--- src/rtl/agent_pkg.sv ---
// agent_pkg: shared types, widths and LFSR helpers for the bandit learning agent.
//   agent_state_t : FSM state encoding
//   Q_W / A_W     : value-estimate width / action output width
//   LFSR_MASK     : Galois feedback taps (right-shifting form)
//   LFSR_INIT     : constant folded into the user seed
package agent_pkg;

  typedef enum logic [2:0] {
    IDLE,
    UPDATE,
    SCAN,
    SELECT,
    DONE
  } agent_state_t;

  localparam int          Q_W       = 16;
  localparam int          A_W       = 9;
  localparam logic [15:0] LFSR_MASK = 16'hB400;
  localparam logic [15:0] LFSR_INIT = 16'hACE1;

  // One Galois step, shifting right; taps applied when the bit shifted out is 1.
  function automatic logic [15:0] lfsr_step(input logic [15:0] s);
    return s[0] ? ((s >> 1) ^ LFSR_MASK) : (s >> 1);
  endfunction

  // An all-zero LFSR would lock up, so a zero effective seed is forced to 1.
  function automatic logic [15:0] eff_seed(input logic [15:0] seed);
    logic [15:0] x;
    x = seed ^ LFSR_INIT;
    return (x == 16'h0000) ? 16'h0001 : x;
  endfunction

endpackage

--- src/rtl/agent_lfsr16.sv ---
// lfsr16: 16-bit Galois LFSR used as the agent's exploration source.
//   clk   : system clock, rising edge
//   rst   : asynchronous active-low reset, loads seed
//   seed  : reset value (expected to be a constant)
//   en    : advance one step on this clock edge
//   state : current LFSR value
module lfsr16
  import agent_pkg::*;
(
  input  logic        clk,
  input  logic        rst,
  input  logic [15:0] seed,
  input  logic        en,
  output logic [15:0] state
);

  always_ff @(posedge clk or negedge rst) begin
    if (!rst) begin
      state <= seed;
    end else if (en) begin
      state <= lfsr_step(state);
    end
  end

endmodule

--- src/rtl/agent.sv ---
// agent: bandit-style value learner with epsilon-greedy action selection.
//   clk : system clock, rising edge
//   rst : asynchronous active-low reset
//   v   : reward valid, one-cycle pulse, accepted only in IDLE
//   r   : reward for the currently issued action (unsigned)
//   a   : current action index, zero-extended, < N_ACT
//   d   : one-cycle registered pulse when the next action is issued
//
// state  | meaning
// IDLE   | wait for v, latch r
// UPDATE | Q[a] moves toward r by 2^-ALPHA_SHIFT of the error
// SCAN   | walk Q[0..N_ACT-1], one entry per cycle, track argmax
// SELECT | step LFSR, explore or exploit, drive new a, raise d
// DONE   | d high for this cycle, back to IDLE
module agent
  import agent_pkg::*;
#(
  parameter int SEED        = 0,
  parameter int N_ACT       = 64,
  parameter int ALPHA_SHIFT = 1,
  parameter int EPS         = 20
) (
  input  logic           clk,
  input  logic           rst,
  input  logic           v,
  input  logic [15:0]    r,
  output logic [A_W-1:0] a,
  output logic           d
);

  localparam int               IDX_W    = $clog2(N_ACT);
  localparam logic [IDX_W-1:0] IDX_LAST = IDX_W'(N_ACT - 1);
  localparam logic [15:0]      IDX_MASK = 16'(N_ACT - 1);
  localparam logic [7:0]       EPS_T    = 8'(EPS);
  localparam logic [15:0]      SEED_EFF = eff_seed(16'(SEED));

  agent_state_t      state;
  logic [Q_W-1:0]    q [N_ACT];
  logic [Q_W-1:0]    r_lat;
  logic [IDX_W-1:0]  idx;
  logic [IDX_W-1:0]  best;
  logic [Q_W-1:0]    best_val;
  logic [15:0]       lfsr_state;
  logic [15:0]       lfsr_nxt;
  logic [Q_W-1:0]    q_cur;
  logic [Q_W-1:0]    q_upd;
  logic signed [Q_W:0] diff;
  logic signed [Q_W:0] delta;
  logic              explore;
  logic [A_W-1:0]    rand_a;

  lfsr16 u_lfsr (
    .clk   (clk),
    .rst   (rst),
    .seed  (SEED_EFF),
    .en    (state == SELECT),
    .state (lfsr_state)
  );

  always_comb begin
    q_cur = q[a[IDX_W-1:0]];
    // 17-bit signed error; the arithmetic shift keeps the sign, so the sum
    // always lands back in 0..65535 and modulo-2^16 addition is exact.
    diff  = signed'({1'b0, r_lat}) - signed'({1'b0, q_cur});
    delta = diff >>> ALPHA_SHIFT;
    q_upd = q_cur + delta[Q_W-1:0];
  end

  // SELECT acts on the post-step LFSR value, which the sub-module registers
  // at the same edge.
  always_comb begin
    lfsr_nxt = lfsr_step(lfsr_state);
    explore  = {1'b0, lfsr_nxt[15:9]} < EPS_T;
    rand_a   = A_W'(lfsr_nxt & IDX_MASK);
  end

  always_ff @(posedge clk or negedge rst) begin
    if (!rst) begin
      state    <= IDLE;
      a        <= '0;
      d        <= 1'b0;
      r_lat    <= '0;
      idx      <= '0;
      best     <= '0;
      best_val <= '0;
      for (int i = 0; i < N_ACT; i++) begin
        q[i] <= '0;
      end
    end else begin
      d <= 1'b0;
      case (state)
        IDLE: begin
          if (v) begin
            r_lat <= r;
            state <= UPDATE;
          end
        end
        UPDATE: begin
          q[a[IDX_W-1:0]] <= q_upd;
          idx             <= '0;
          state           <= SCAN;
        end
        SCAN: begin
          // Strict compare: on ties the earlier (lower) index is kept.
          if ((idx == '0) || (q[idx] > best_val)) begin
            best     <= idx;
            best_val <= q[idx];
          end
          idx <= idx + 1'b1;
          if (idx == IDX_LAST) begin
            state <= SELECT;
          end
        end
        SELECT: begin
          a     <= explore ? rand_a : A_W'(best);
          d     <= 1'b1;
          state <= DONE;
        end
        DONE: begin
          state <= IDLE;
        end
        default: begin
          state <= IDLE;
        end
      endcase
    end
  end

endmodule

--- config.mk ---
export PLATFORM = sky130hd
export DESIGN_NAME = agent
export DESIGN_NICKNAME = d
export VERILOG_FILES = /design/src/rtl/agent_pkg.sv /design/src/rtl/agent_lfsr16.sv /design/src/rtl/agent.sv
export SDC_FILE = /design/constraint.sdc
export NUM_CORES = 2
export LEC_CHECK = 0
export ABC_AREA = 1
export CAP_MARGIN = 40
export CORE_MARGIN = 4
export CORE_UTILIZATION = 40
export CTS_BUF_LIST = sky130_fd_sc_hd__clkbuf_4 sky130_fd_sc_hd__clkbuf_8
export DETAILED_ROUTE_END_ITERATION = 12
export PLACE_DENSITY = 0.63
export SYNTH_ARGS = -nofsm -noshare
export SYNTH_HDL_FRONTEND = slang
export SYNTH_SLANG_ARGS = --single-unit
export TNS_END_PERCENT = 1
--- constraint.sdc ---
create_clock -name clk -period 6.6 [get_ports clk]
set_clock_uncertainty 0.15 [all_clocks]
set_input_delay 0.66 -clock clk [delete_from_list [all_inputs] [get_ports clk]]
set_output_delay 0.66 -clock clk [all_outputs]
set_load 0.005 [all_outputs]
== Word-level counts from Yosys, hierarchy flattened ==
Index checks and enable logic that the tools add are counted.
Word-level totals
  register bits after elaboration: 1097
  output and inout bits: 10
Cells by class
  $add $sub $neg: 3
  $lt $le $gt $ge: 5
  equal/unequal tests: 6
  multiplexer cells: 16
  bitwise logic cells: 3
  reductions and logical operators: 8
Operators with widths (number)
  bitwise mux 1024 bit: 1
  binary-select mux 16 bit (select 6 bit): 2
  demux 16 bit (select 6 bit): 1
  2-to-1 mux 16 bit: 6
  subtractor 16 x 16 -> 17 bit: 1
  adder 16 bit: 1
  greater-than comparator 16 bit: 1
  >= comparator 7 bit, second input constant: 2
  NOT 6 -> 7 bit: 2
  one-hot mux 3 bit (4 select lines): 1
  one-hot mux 6 bit (2 select lines): 1
  less-than comparator 7 x 1 -> 1 bit, second input constant: 1
  less-than comparator 7 x 5 -> 1 bit, second input constant: 1
  adder 6 x 1 -> 6 bit, second input constant: 1
  equality test 3 x 2 -> 1 bit, second input constant: 2
  equality test 6 bit, second input constant: 1
  logical NOT 6 bit: 1
  2-to-1 mux 3 bit: 2
  2-to-1 mux 6 bit: 1
  AND reduction 2 bit: 3
  inequality test 2 bit, second input constant: 2
  NOT 3 -> 4 bit: 1
  equality test 3 x 1 -> 1 bit, second input constant: 1
  logical NOT 3 bit: 1
  other kinds (4): 4

== Logic depth before layout (Yosys ltp) ==
  word-level depth: 7
  gate-level depth with buffers: 37

== Worst setup path before layout ==
OpenSTA, ideal clock, no wires.
  path type: flip-flop to flip-flop
  start point: reg a[1]
  end point: reg q[654] in the netlist's numbering
  arrival time: 5.081 ns
  required time: 6.314 ns
  path slack: 1.233 ns
  stages on the path, launching flop included: 32
  period minus slack after synthesis: 5.367 ns
  cell sequence: dfrtp_1 -> inv_2 -> nand2_1 -> nor2_2 -> buf_2 -> buf_2 -> buf_1 -> nand2_1 -> nand3_1 -> o21ai_0 -> nand2_1 -> nor2_1 -> nand2_1 -> inv_1 -> ha_1 -> inv_1 -> nor4_1 -> nor2_1 -> o21ai_0 -> a21oi_1 -> o21ai_0 -> nand2_1 -> nand2_1 -> xor2_1 -> ha_1 -> nand2_1 -> nor2_1 -> nand3_1 -> o2111a_1 -> xor2_1 -> clkbuf_1 -> o21ai_0
On the way
  longest elaborated chain between the ends: 7
  elaborated cells between the ends (all ways): 12
Ends and longest elaborated chain
  start: declaration: RTL line agent.sv:27  | output logic [A_W-1:0] a,
  start signal: assignment: RTL line agent.sv:115  | a <= explore ? rand_a : A_W'(best);
  NOT 6 -> 7 bit (not written as such) (*): RTL line agent.sv:61, agent.sv:99
  binary-select mux 16 bit (select 6 bit): RTL line agent.sv:61  | q_cur = q[a[IDX_W-1:0]];
  2-to-1 mux 16 bit (not written as such) (2 in a row): RTL line agent.sv:61
  subtractor 16 x 16 -> 17 bit: RTL line agent.sv:64  | diff = signed'({1'b0, r_lat}) - signed'({1'b0, q_cur});
  adder 16 bit: RTL line agent.sv:66  | q_upd = q_cur + delta[Q_W-1:0];
  bitwise mux 1024 bit (*): RTL line agent.sv:99  | q[a[IDX_W-1:0]] <= q_upd;
  end signal: indexed assignment: RTL line agent.sv:99
  end: declaration: RTL line agent.sv:38  | logic [Q_W-1:0] q [N_ACT];
Mark *: on every way between the ends. The rest lies on a longest branch, timed or not. The select of a mux whose other input is x is not followed.
A chain may end at the register's enable or synchronous reset.

== Final worst setup path ==
  start point: reg a[2]
  end point: reg q[319] in the netlist's numbering
The elaborated chain is that of the path after synthesis.

==> results.yml <==
worst_hold_path:
  min_path_type: "primary input to register"
drt:
  routed_wl_mm: 248
  drc: 0
  ant_nets: 0
  dr.pass1.iters: 9
  avgRoutedWirePerCell_um: 25.5
  drtIter0Drc: 9182
  vias: 59100
  vias_per_cell: 6.07
logic_synthesis:
  synth_edf_count: 0
  yosysWarnings: 0
  ys.flop_type: "dfrtp_1"
  async_flop_share: 1.00
  ys_types: 58
  synth.area.top_cells: "dfrtp_1 47%, o21ai_0 13%, nand2_1 13%"
  syn-cell-area_mm2: 0.0584
  synth.ff_latch_count: 1094
  yosysSeqAreaShare: 0.469
  netlist.area_leader.share: 0.465
  synth.largest_area_cell: "dfrtp_1"
  avgSynthCellArea_um2: 7.56
  synth_cells: 7722
floorplan:
  fp-row-count: 139
  coreArea_mm2: 0.144
  chipHeight_um: 390
  initial_core_util: 0.405
  io_pins: 29
  dieArea_mm2: 0.152
  die_w_um: 390
place:
  globalplace.congestion: 0.962
  dp_hpwl_mm: 159
  port-buffer-count: 25
  place_inst: 9375
setup_path:
  cp-start-kind: "register"
  endpoint_kind: "register"
  max_stage_delay_ns: 0.54
  slowest_stage: "o41ai_1"
  crit_path_max_fanout: 28
  rrSetupSlack_ns: 0.35
  cp_data_required_time_ns: 7.32
  critical_path.top_delay_family: "simple AND/OR/NAND/NOR gates"
  arrival_ns: 6.97
  critical_path_class: "register to register"
  path_common_cell: "nand2_1"
  cp.buffers_inverters: 7
timing:
  finalCriticalPeriod_ns: 6.25
  rsz0062_at_grt: "false"
  finalSetupTns_ns: 0
  tightest_slew_ns: 1.10
  maxSlewHeadroom: 0.264
  final-setup-viol-count: 0
  finalCritPeriodShare: 0.947
  fmax_mhz: 160
  final_max_slew_viol_count: 0
  hold_violations: 0
grt:
  grt-busiest-layer: "met2"
  grt.overflow.total: 0
  grt_use_met2: 0.462
  grt_pass1_wl_mm: 366
  use_met3: 0.0845
  grt_max_degree: 196
  groute.usage.overall: 0.318
  met1_usage: 0.427
  grt_pass1_vias: 54700
  antenna_found_initial: 4
clock_tree:
  clockBufferDepth: 3
  path_clk_slew_ns: 0.06
  cts_root_buffer: "clkbuf_8"
  cts_made_buffers: 190
  h-tree-depth: 4
  clock_sinks: 1094
  cts_tree: "built"
  insertion_delay_ns: 0.98
pwr:
  max-vdd-ir-drop_mv: 2.54
  p_per_area_mw_per_mm2: 540
  total_power_mw: 36.3
  leakage_nw: 29.5
cells_and_area:
  areaGrowthSynthToFinish_pct: 15.0
  layout.nets: 7736
  final_util: 0.465
  drive_above_1_share: 0.103
  layoutNonFillerInstCount: 9731
outcome:
  outcome: "finished, final reports clean"
job:
  drv_cap: 0
-- synth_stat cells (all sizes together), types with 14 or more instances --
cell,number
nand3,429
o2111ai,26
ha,48
clkbuf,487
dfrtp,1086
o21ai,1591
a21oi,287
buf,114
o2bb2ai,21
nand2,2046
nand4,62
a22oi,83
nor3,64
a221oi,86
nor2,398
mux2,14
o22ai,109
inv,518
o221ai,25
o211ai,105
-- state kept, by name, summed over array words and instances, names as in the netlist --
name,cells
state,3
idx,6
r_lat,16
q,1024
u_lfsr.state,16
a,6
d,1
best,6
best_val,16
-- logic make-up (layout without fill, tap and decap cells) --
logic type / after synthesis / in the layout / share of synthesized area
flip-flops: 1094 / 1094 / 0.469
adder cells (fa/ha/maj): 50 / 50 / 0.0110
XOR/XNOR: 23 / 23 / 0.00345
AO/OA/AOI/OAI: 2399 / 2399 / 0.230
AND/OR/NAND/NOR: 3011 / 3011 / 0.210
other: 1 / 7 / 0.0000642
buffers and inverters: 1130 / 1230 / 0.0744
multiplexers: 14 / 14 / 0.00270
-- worst paths after layout --
| path | start | end | depth (start not counted) |
|---|---|---|---|
| setup / recovery | a[2] | q[319] | 28 |
| hold / removal | r[0] | r_lat[0] | 3 |
| setup reg to reg | a[2] | q[319] | 28 |
| hold reg to reg | u_lfsr.state[7] | u_lfsr.state[7] | 2 |
| max in group asynchronous | rst | q[587] | 4 |
| min in group asynchronous | rst | u_lfsr.state[12] | 2 |
-- per-layer routing --
metal,up-vias,share of wire
li1,26000,-
met1,28100,0.39
met2,4173,0.42
met3,810,0.12
met4,2,0.066
met5,-,0.000044
-- per-stage QoR --
stage,setup slack (ns),hold slack (ns),instance area [um^2]
floorplan,1.23,0.214,58400
global placement,0.102,0.304,61800
detailed placement,0.159,0.314,62800
CTS,0.141,0.0456,67100
global route,0.0210,0.107,67200
finish,0.352,0.124,67200
-- cell type report --
class	count	area, um^2
fillers	14100	77200
flip-flops and latches	1094	27400
multi-input cells	5500	27000
repair buffers	352	4130
clock buffers	300	3750
well taps	1903	2380
inverters	529	2000
clock inverters	49	557
diodes	4	10.0
-- placed cells by master, fill, tap and decap left out, types with 43 or more instances in the layout --
cell and instances:
clkbuf_4 61, nor2_1 368, o21ai_1 54, a22oi_1 83, ha_1 48, buf_12 68
nor3_1 43, clkbuf_8 239, nand4_1 62, dfrtp_1 1080, o21ai_0 1537, nand3_1 427
o211ai_1 105, o22ai_1 109, inv_1 498, nand2_1 2036, a221oi_1 86, buf_4 207
a21oi_1 287
-- where the power goes --
part / switching, mW / leakage, nW / internal [mW] / total [mW]
clock network: 3.11 / 2.29 / 3.97 / 7.08
logic: 16.3 / 12.0 / 5.82 / 22.2
registers: 0.167 / 15.2 / 6.88 / 7.05
total: 19.6 / 29.5 / 16.7 / 36.3
-- tightest hold or removal path, stage by stage --
cell and delay [ns]:
clkdlybuf4s50_1 0.40, nor2_1 0.11, a21oi_1 0.05
-- what timing repair did --
| action | CTS | global route |
|---|---|---|
| setup buffers | 0 | 1 |
| endpoints found under the hold margin | 62 | 0 |
| resized for setup | 0 | 13 |
| endpoints found under the setup margin | 0 | 99 |
| hold buffers | 1 | 0 |
Note: power is estimated with default switching activity, not from simulation.
